### config.mk
export PLATFORM = sky130hd
export DESIGN_NAME = edge_setup
export DESIGN_NICKNAME = d
export VERILOG_FILES = /design/src/rtl/edge_setup.sv
export SDC_FILE = /design/constraint.sdc
export NUM_CORES = 1
export LEC_CHECK = 0
export ABC_AREA = 1
export BUFFER_PORTS_ARGS = -buffer_cell sky130_fd_sc_hd__buf_2
export CAP_MARGIN = 10
export CELL_PAD_IN_SITES_DETAIL_PLACEMENT = 0
export CELL_PAD_IN_SITES_GLOBAL_PLACEMENT = 2
export CORE_ASPECT_RATIO = 0.7
export CORE_UTILIZATION = 38
export CTS_BUF_LIST = sky130_fd_sc_hd__clkbuf_4 sky130_fd_sc_hd__clkbuf_8
export DETAILED_ROUTE_END_ITERATION = 12
export PLACE_DENSITY_LB_ADDON = 0.05
export REMOVE_ABC_BUFFERS = 1
export SLEW_MARGIN = 20
export SYNTH_ARGS = -nofsm -noshare
export SYNTH_HDL_FRONTEND = slang
export SYNTH_SLANG_ARGS = --single-unit
### constraint.sdc
create_clock -name clk -period 21.5 [get_ports clk]
set_clock_uncertainty 0.05 [all_clocks]
set_input_delay 1.075 -clock clk [delete_from_list [all_inputs] [get_ports clk]]
set_output_delay 1.075 -clock clk [all_outputs]
set_load 0.05 [all_outputs]
### src/rtl/edge_setup.sv
// Edge-function setup for a two-triangle quad: captures vertices per frame, computes line-0 edges
// with one shared multiplier, then steps them per line. EDGE_SETUP_TRI2_EN enables tri 2 (v0,v2,v3).
module edge_setup #(
    parameter int H_LOAD    = 640,
    parameter int Y_CAPTURE = 480
) (
    input  logic               clk,
    input  logic               rst_n,
    input  logic [9:0]         x,
    input  logic [9:0]         y,
    input  logic signed [9:0]  x_v0,
    input  logic signed [9:0]  x_v1,
    input  logic signed [9:0]  x_v2,
    input  logic signed [9:0]  x_v3,
    input  logic signed [9:0]  y_v0,
    input  logic signed [9:0]  y_v1,
    input  logic signed [9:0]  y_v2,
    input  logic signed [9:0]  y_v3,
    output logic signed [19:0] e0_init_t1,
    output logic signed [19:0] e1_init_t1,
    output logic signed [19:0] e2_init_t1,
    output logic signed [19:0] e0_init_t2,
    output logic signed [19:0] e1_init_t2,
    output logic signed [19:0] e2_init_t2,
    output logic signed [19:0] y_screen_v0,
    output logic signed [19:0] y_screen_v1,
    output logic signed [19:0] y_screen_v2,
    output logic signed [19:0] y_screen_v3,
    output logic               busy,
    output logic               setup_err
);

`ifdef EDGE_SETUP_TRI2_EN
    localparam int NUM_EDGES = 6;
`else
    localparam int NUM_EDGES = 3;
`endif

    typedef enum logic [1:0] {IDLE, MUL, DONE} state_t;

    state_t             state, state_n;
    logic signed [9:0]  cap_x [4];
    logic signed [9:0]  cap_y [4];
    logic signed [9:0]  act_x [4];
    logic signed [19:0] shadow [6];
    logic signed [19:0] e_init [6];
    logic signed [19:0] y_scr [4];
    logic [2:0]         k;
    logic               phase;
    logic signed [19:0] acc;
    logic signed [19:0] prod;
    logic signed [9:0]  mul_a, mul_b;
    logic signed [9:0]  v3x, v3y;
    logic [1:0]         ia, ib;
    logic               capture, load, step;

    // Edge k uses vertex pair (a,b); entries 0..2 are tri 1, 3..5 are tri 2.
    function automatic logic [1:0] vert_a(input int i);
        case (i)
            0: return 2'd0;
            1: return 2'd1;
            2: return 2'd2;
            3: return 2'd0;
            4: return 2'd2;
            default: return 2'd3;
        endcase
    endfunction

    function automatic logic [1:0] vert_b(input int i);
        case (i)
            0: return 2'd1;
            1: return 2'd2;
            2: return 2'd0;
            3: return 2'd2;
            4: return 2'd3;
            default: return 2'd0;
        endcase
    endfunction

    function automatic logic signed [19:0] sext(input logic signed [9:0] v);
        return {{10{v[9]}}, v};
    endfunction

`ifdef EDGE_SETUP_TRI2_EN
    assign v3x = x_v3;
    assign v3y = y_v3;
`else
    logic unused_v3;
    assign unused_v3 = ^{x_v3, y_v3};
    assign v3x = '0;
    assign v3y = '0;
`endif

    assign capture = (y == 10'(Y_CAPTURE)) && (x == 10'd0);
    assign load    = (y == 10'd524) && (x == 10'(H_LOAD));
    assign step    = (y <= 10'd478) && (x == 10'(H_LOAD));
    assign busy    = (state != IDLE);

    // Cycle A multiplies ya*xb, cycle B multiplies xa*yb for the current edge.
    always_comb begin
        ia    = vert_a(int'(k));
        ib    = vert_b(int'(k));
        mul_a = phase ? cap_x[ia] : cap_y[ia];
        mul_b = phase ? cap_y[ib] : cap_x[ib];
    end

    assign prod = sext(mul_a) * sext(mul_b);

    always_comb begin
        state_n = state;
        case (state)
            IDLE:    state_n = IDLE;
            MUL:     if (phase && (k == 3'(NUM_EDGES - 1))) state_n = DONE;
            DONE:    state_n = IDLE;
            default: state_n = IDLE;
        endcase
        if (capture) state_n = MUL;
    end

    always_ff @(posedge clk or negedge rst_n) begin
        if (!rst_n) state <= IDLE;
        else        state <= state_n;
    end

    always_ff @(posedge clk or negedge rst_n) begin
        if (!rst_n) begin
            k     <= '0;
            phase <= 1'b0;
            acc   <= '0;
            for (int i = 0; i < 6; i++) shadow[i] <= '0;
        end else if (capture) begin
            k     <= '0;
            phase <= 1'b0;
            acc   <= '0;
            for (int i = 0; i < 6; i++) shadow[i] <= '0;
        end else if (state == MUL) begin
            if (!phase) begin
                acc   <= prod;
                phase <= 1'b1;
            end else begin
                shadow[k] <= acc - prod;
                k         <= k + 3'd1;
                phase     <= 1'b0;
            end
        end
    end

    always_ff @(posedge clk or negedge rst_n) begin
        if (!rst_n) begin
            for (int i = 0; i < 4; i++) begin
                cap_x[i] <= '0;
                cap_y[i] <= '0;
            end
        end else if (capture) begin
            cap_x[0] <= x_v0;
            cap_x[1] <= x_v1;
            cap_x[2] <= x_v2;
            cap_x[3] <= v3x;
            cap_y[0] <= y_v0;
            cap_y[1] <= y_v1;
            cap_y[2] <= y_v2;
            cap_y[3] <= v3y;
        end
    end

    // Outputs move only at the load column: frame load on row 524, incremental step on rows 0..478.
    always_ff @(posedge clk or negedge rst_n) begin
        if (!rst_n) begin
            setup_err <= 1'b0;
            for (int i = 0; i < 6; i++) e_init[i] <= '0;
            for (int i = 0; i < 4; i++) begin
                act_x[i] <= '0;
                y_scr[i] <= '0;
            end
        end else if (load) begin
            if (busy) setup_err <= 1'b1;
            for (int i = 0; i < NUM_EDGES; i++) e_init[i] <= shadow[i];
            for (int i = 0; i < 4; i++) begin
                act_x[i] <= cap_x[i];
                y_scr[i] <= sext(cap_y[i]);
            end
        end else if (step) begin
            for (int i = 0; i < NUM_EDGES; i++)
                e_init[i] <= e_init[i] + sext(act_x[vert_a(i)]) - sext(act_x[vert_b(i)]);
        end
    end

    assign e0_init_t1  = e_init[0];
    assign e1_init_t1  = e_init[1];
    assign e2_init_t1  = e_init[2];
    assign e0_init_t2  = e_init[3];
    assign e1_init_t2  = e_init[4];
    assign e2_init_t2  = e_init[5];
    assign y_screen_v0 = y_scr[0];
    assign y_screen_v1 = y_scr[1];
    assign y_screen_v2 = y_scr[2];
    assign y_screen_v3 = y_scr[3];

endmodule

==> results.toml <==
[finish]
nets = 3653
layout_common_cells = "nand2_1, inv_1, nor2_1"
drive_above_1_share_pct = 11.2
postLayoutCoreUtil_pct = 42.3
layout_commonest_cell = "nand2_1"
area_growth_pct = 9.40

[clocking]
clk_latency_ns = 0.68
htreeDepth = 2
cts_root_buf = "clkbuf_8"
clkTransAtPathRegs_ns = 0.07
cts_tree = "yes"
cts_hold_buf = 0
cts_buffers = 48
post_cts_buffers = 0
clock_path_buffers = 3
post_cts_resized = 0
clkSinkCount = 267

[routing]
postRouteAntennaNets = 0
firstDrtPassIters = 5
wl_per_cell_um = 19.1
postRouteWirelength_mm = 78.8
viasPerCell = 4.98
vias = 20500
drcViolationCount = 0
drt_iter0_drc = 1500

[timing]
slew_viol_final = 0
final.setup.worst_slack_ns = 12.21
finalSetupViolCount = 0
setup_tns_ns = 0
tightest_slew_ns = 1.03
maxSlewHeadroom_pct = 31.1
period_minus_slack_ns = 9.29
rsz0062_at_grt = "false"
fmax_mhz = 108
period_share_pct = 43.2
hold_viol_final = 0

[place]
pre_cts_slack_ns = 11.91
place_congestion = 0.892
place_hpwl_mm = 62.7
port_buffers = 203

[floorplanning]
die_width_um = 298
ios = 304
die_h_um = 209
rows = 75
coreArea_um2 = 60200
die_area_um2 = 62300
start_util_pct = 38.6

[synthesis]
ys_ff_latch = 267
avgSynthCellArea_um2 = 7.49
synth_edf_count = 0
ys_async_sr_fraction_pct = 100
synthCells = 3108
yosys_warnings = 60
synth_cell_types = 54
yosysSeqAreaShare_pct = 28.7
synthFlopType = "dfrtp_1"
synth.cell_area_um2 = 23300

[worst_setup_path]
r2r_end = "shadow[118]"
r2r_slack_ns = 12.21
max_stage_delay_ns = 0.59
crit_required_ns = 21.95
crit_path_frequent_cell = "nand2_1"
r2r_cells = 34
crit_fanout = 24
worstSetupStartpoint = "k[1]"
cp_slowest_cell = "ha_2"
rr_startpoint = "k[1]"
timing.setup.critical_path_class = "reg -> reg"
worstSetupStartpointType = "flip-flop"
crit_arrival_ns = 9.74
cp-end-kind = "flip-flop"
cp-endpoint = "shadow[118]"

[global_route]
grt_antenna_before_repair = 0
grt_pass1_vias = 20400
track_usage_pct = 25.8
overflow = 0
grt_pass1_wl_mm = 123
grt_max_degree = 82

[job]
drv_cap = 0

[hold_path]
hp-class = "in -> async"

[outcome]
outcome = "finished, final reports clean"
-- per-layer routing --
metal  track usage (%)  wire length [µm]  up-vias
met5                 0                 0        -
met4              4.23               945        0
met3              5.55              5650       65
met2              36.0             31700      511
met1              40.6             40500     9975
li1                  -                 -     9934
-- flip-flops by register name (all words and copies together) (netlist names) --
| name | count |
|---|---|
| shadow | 60 |
| act_x | 30 |
| cap_x | 30 |
| cap_y | 30 |
| acc | 20 |
| e0_init_t1 | 20 |
| e1_init_t1 | 20 |
| e2_init_t1 | 20 |
| y_screen_v0 | 10 |
| y_screen_v1 | 10 |
| y_screen_v2 | 10 |
| k | 3 |
| state | 2 |
| phase | 1 |
| setup_err | 1 |
-- metrics by stage --
stage	hold WS (ns)	area, µm²	cells
detailed placement	0.416	24400	4026
global placement	0.417	24400	4026
CTS	0.273	25500	4113
finish	0.303	25500	4115
global route	0.310	25500	4113
floorplan	0.394	22300	3001
-- worst min path at each step --
stage / from / end / slack, ns / cells after the start
after global placement: shadow[73] / shadow[73] / 0.42 / 2
final: rst_n / y_screen_v1[2] / 0.30 / 1
after detailed placement: shadow[94] / shadow[94] / 0.42 / 2
after global routing: rst_n / y_screen_v1[2] / 0.31 / 1
after CTS: rst_n / y_screen_v2[3] / 0.27 / 1
after floorplan: shadow[113] / shadow[113] / 0.39 / 2
-- cells in the mapped netlist, types with 2 or more instances --
cell type  count  share of area (%)
nand2_1      695                 11
inv_1        546                8.8
nor2_1       271                4.4
dfrtp_1      267                 29
a21oi_1      213                4.6
o21ai_0      178                3.8
fa_1         149                 13
nand3_1      139                3.0
ha_1         134                7.2
buf_4        127                4.1
o21ai_1       68                1.5
nand4_1       36               0.97
buf_2         33               0.71
xor2_1        30                1.1
inv_2         25               0.40
o211ai_1      24               0.77
xnor2_1       19               0.71
nor3_1        18               0.39
clkbuf_1      13               0.21
nand3b_1      13               0.42
o22ai_1       12               0.32
buf_6         11               0.53
a21o_1        10               0.32
a22oi_1        6               0.19
a31oi_1        6               0.16
a31oi_4        6               0.55
nand2_2        6               0.16
or2_2          6               0.16
o21bai_1       5               0.16
o221ai_1       5               0.19
a22o_1         4               0.15
o21ai_4        3               0.21
a21boi_0       2              0.064
a31oi_2        2               0.11
nor2_2         2              0.054
nor3_2         2              0.086
nor4_1         2              0.054
o21a_1         2              0.064
o21ai_2        2              0.075
or2_1          2              0.054
-- logic make-up after synthesis --
family                     synth area share [%]
xor gates and xnor gates                   1.84
and+or+nand+nor                            21.2
other                                    0.0161
buffers and inverters                      14.9
AOI/OAI and AO/OA                          13.3
adders and majority gates                  20.0
DFF                                        28.7
-- worst max-delay path: cells and delay by family, from the launching register on --
kind | cells | cell delay (ns)
flops | 1 | 0.43
simple gates | 13 | 2.29
buf+inv | 7 | 1.14
compound gates | 6 | 1.38
fa+ha+maj | 8 | 3.79
-- cell type report --
type | count | area [µm²]
repair buffers | 217 | 1130
well taps | 808 | 1010
fillers | 6415 | 34800
multi-input cells | 2161 | 13400
flip-flops and latches | 267 | 6680
clock buffers | 79 | 968
clock inverters | 8 | 77.6
diodes | 2 | 5.00
inverters | 573 | 2150
Power is not shown: default switching activity piles up to over one toggle a cycle in this logic, so the estimate is an artifact.
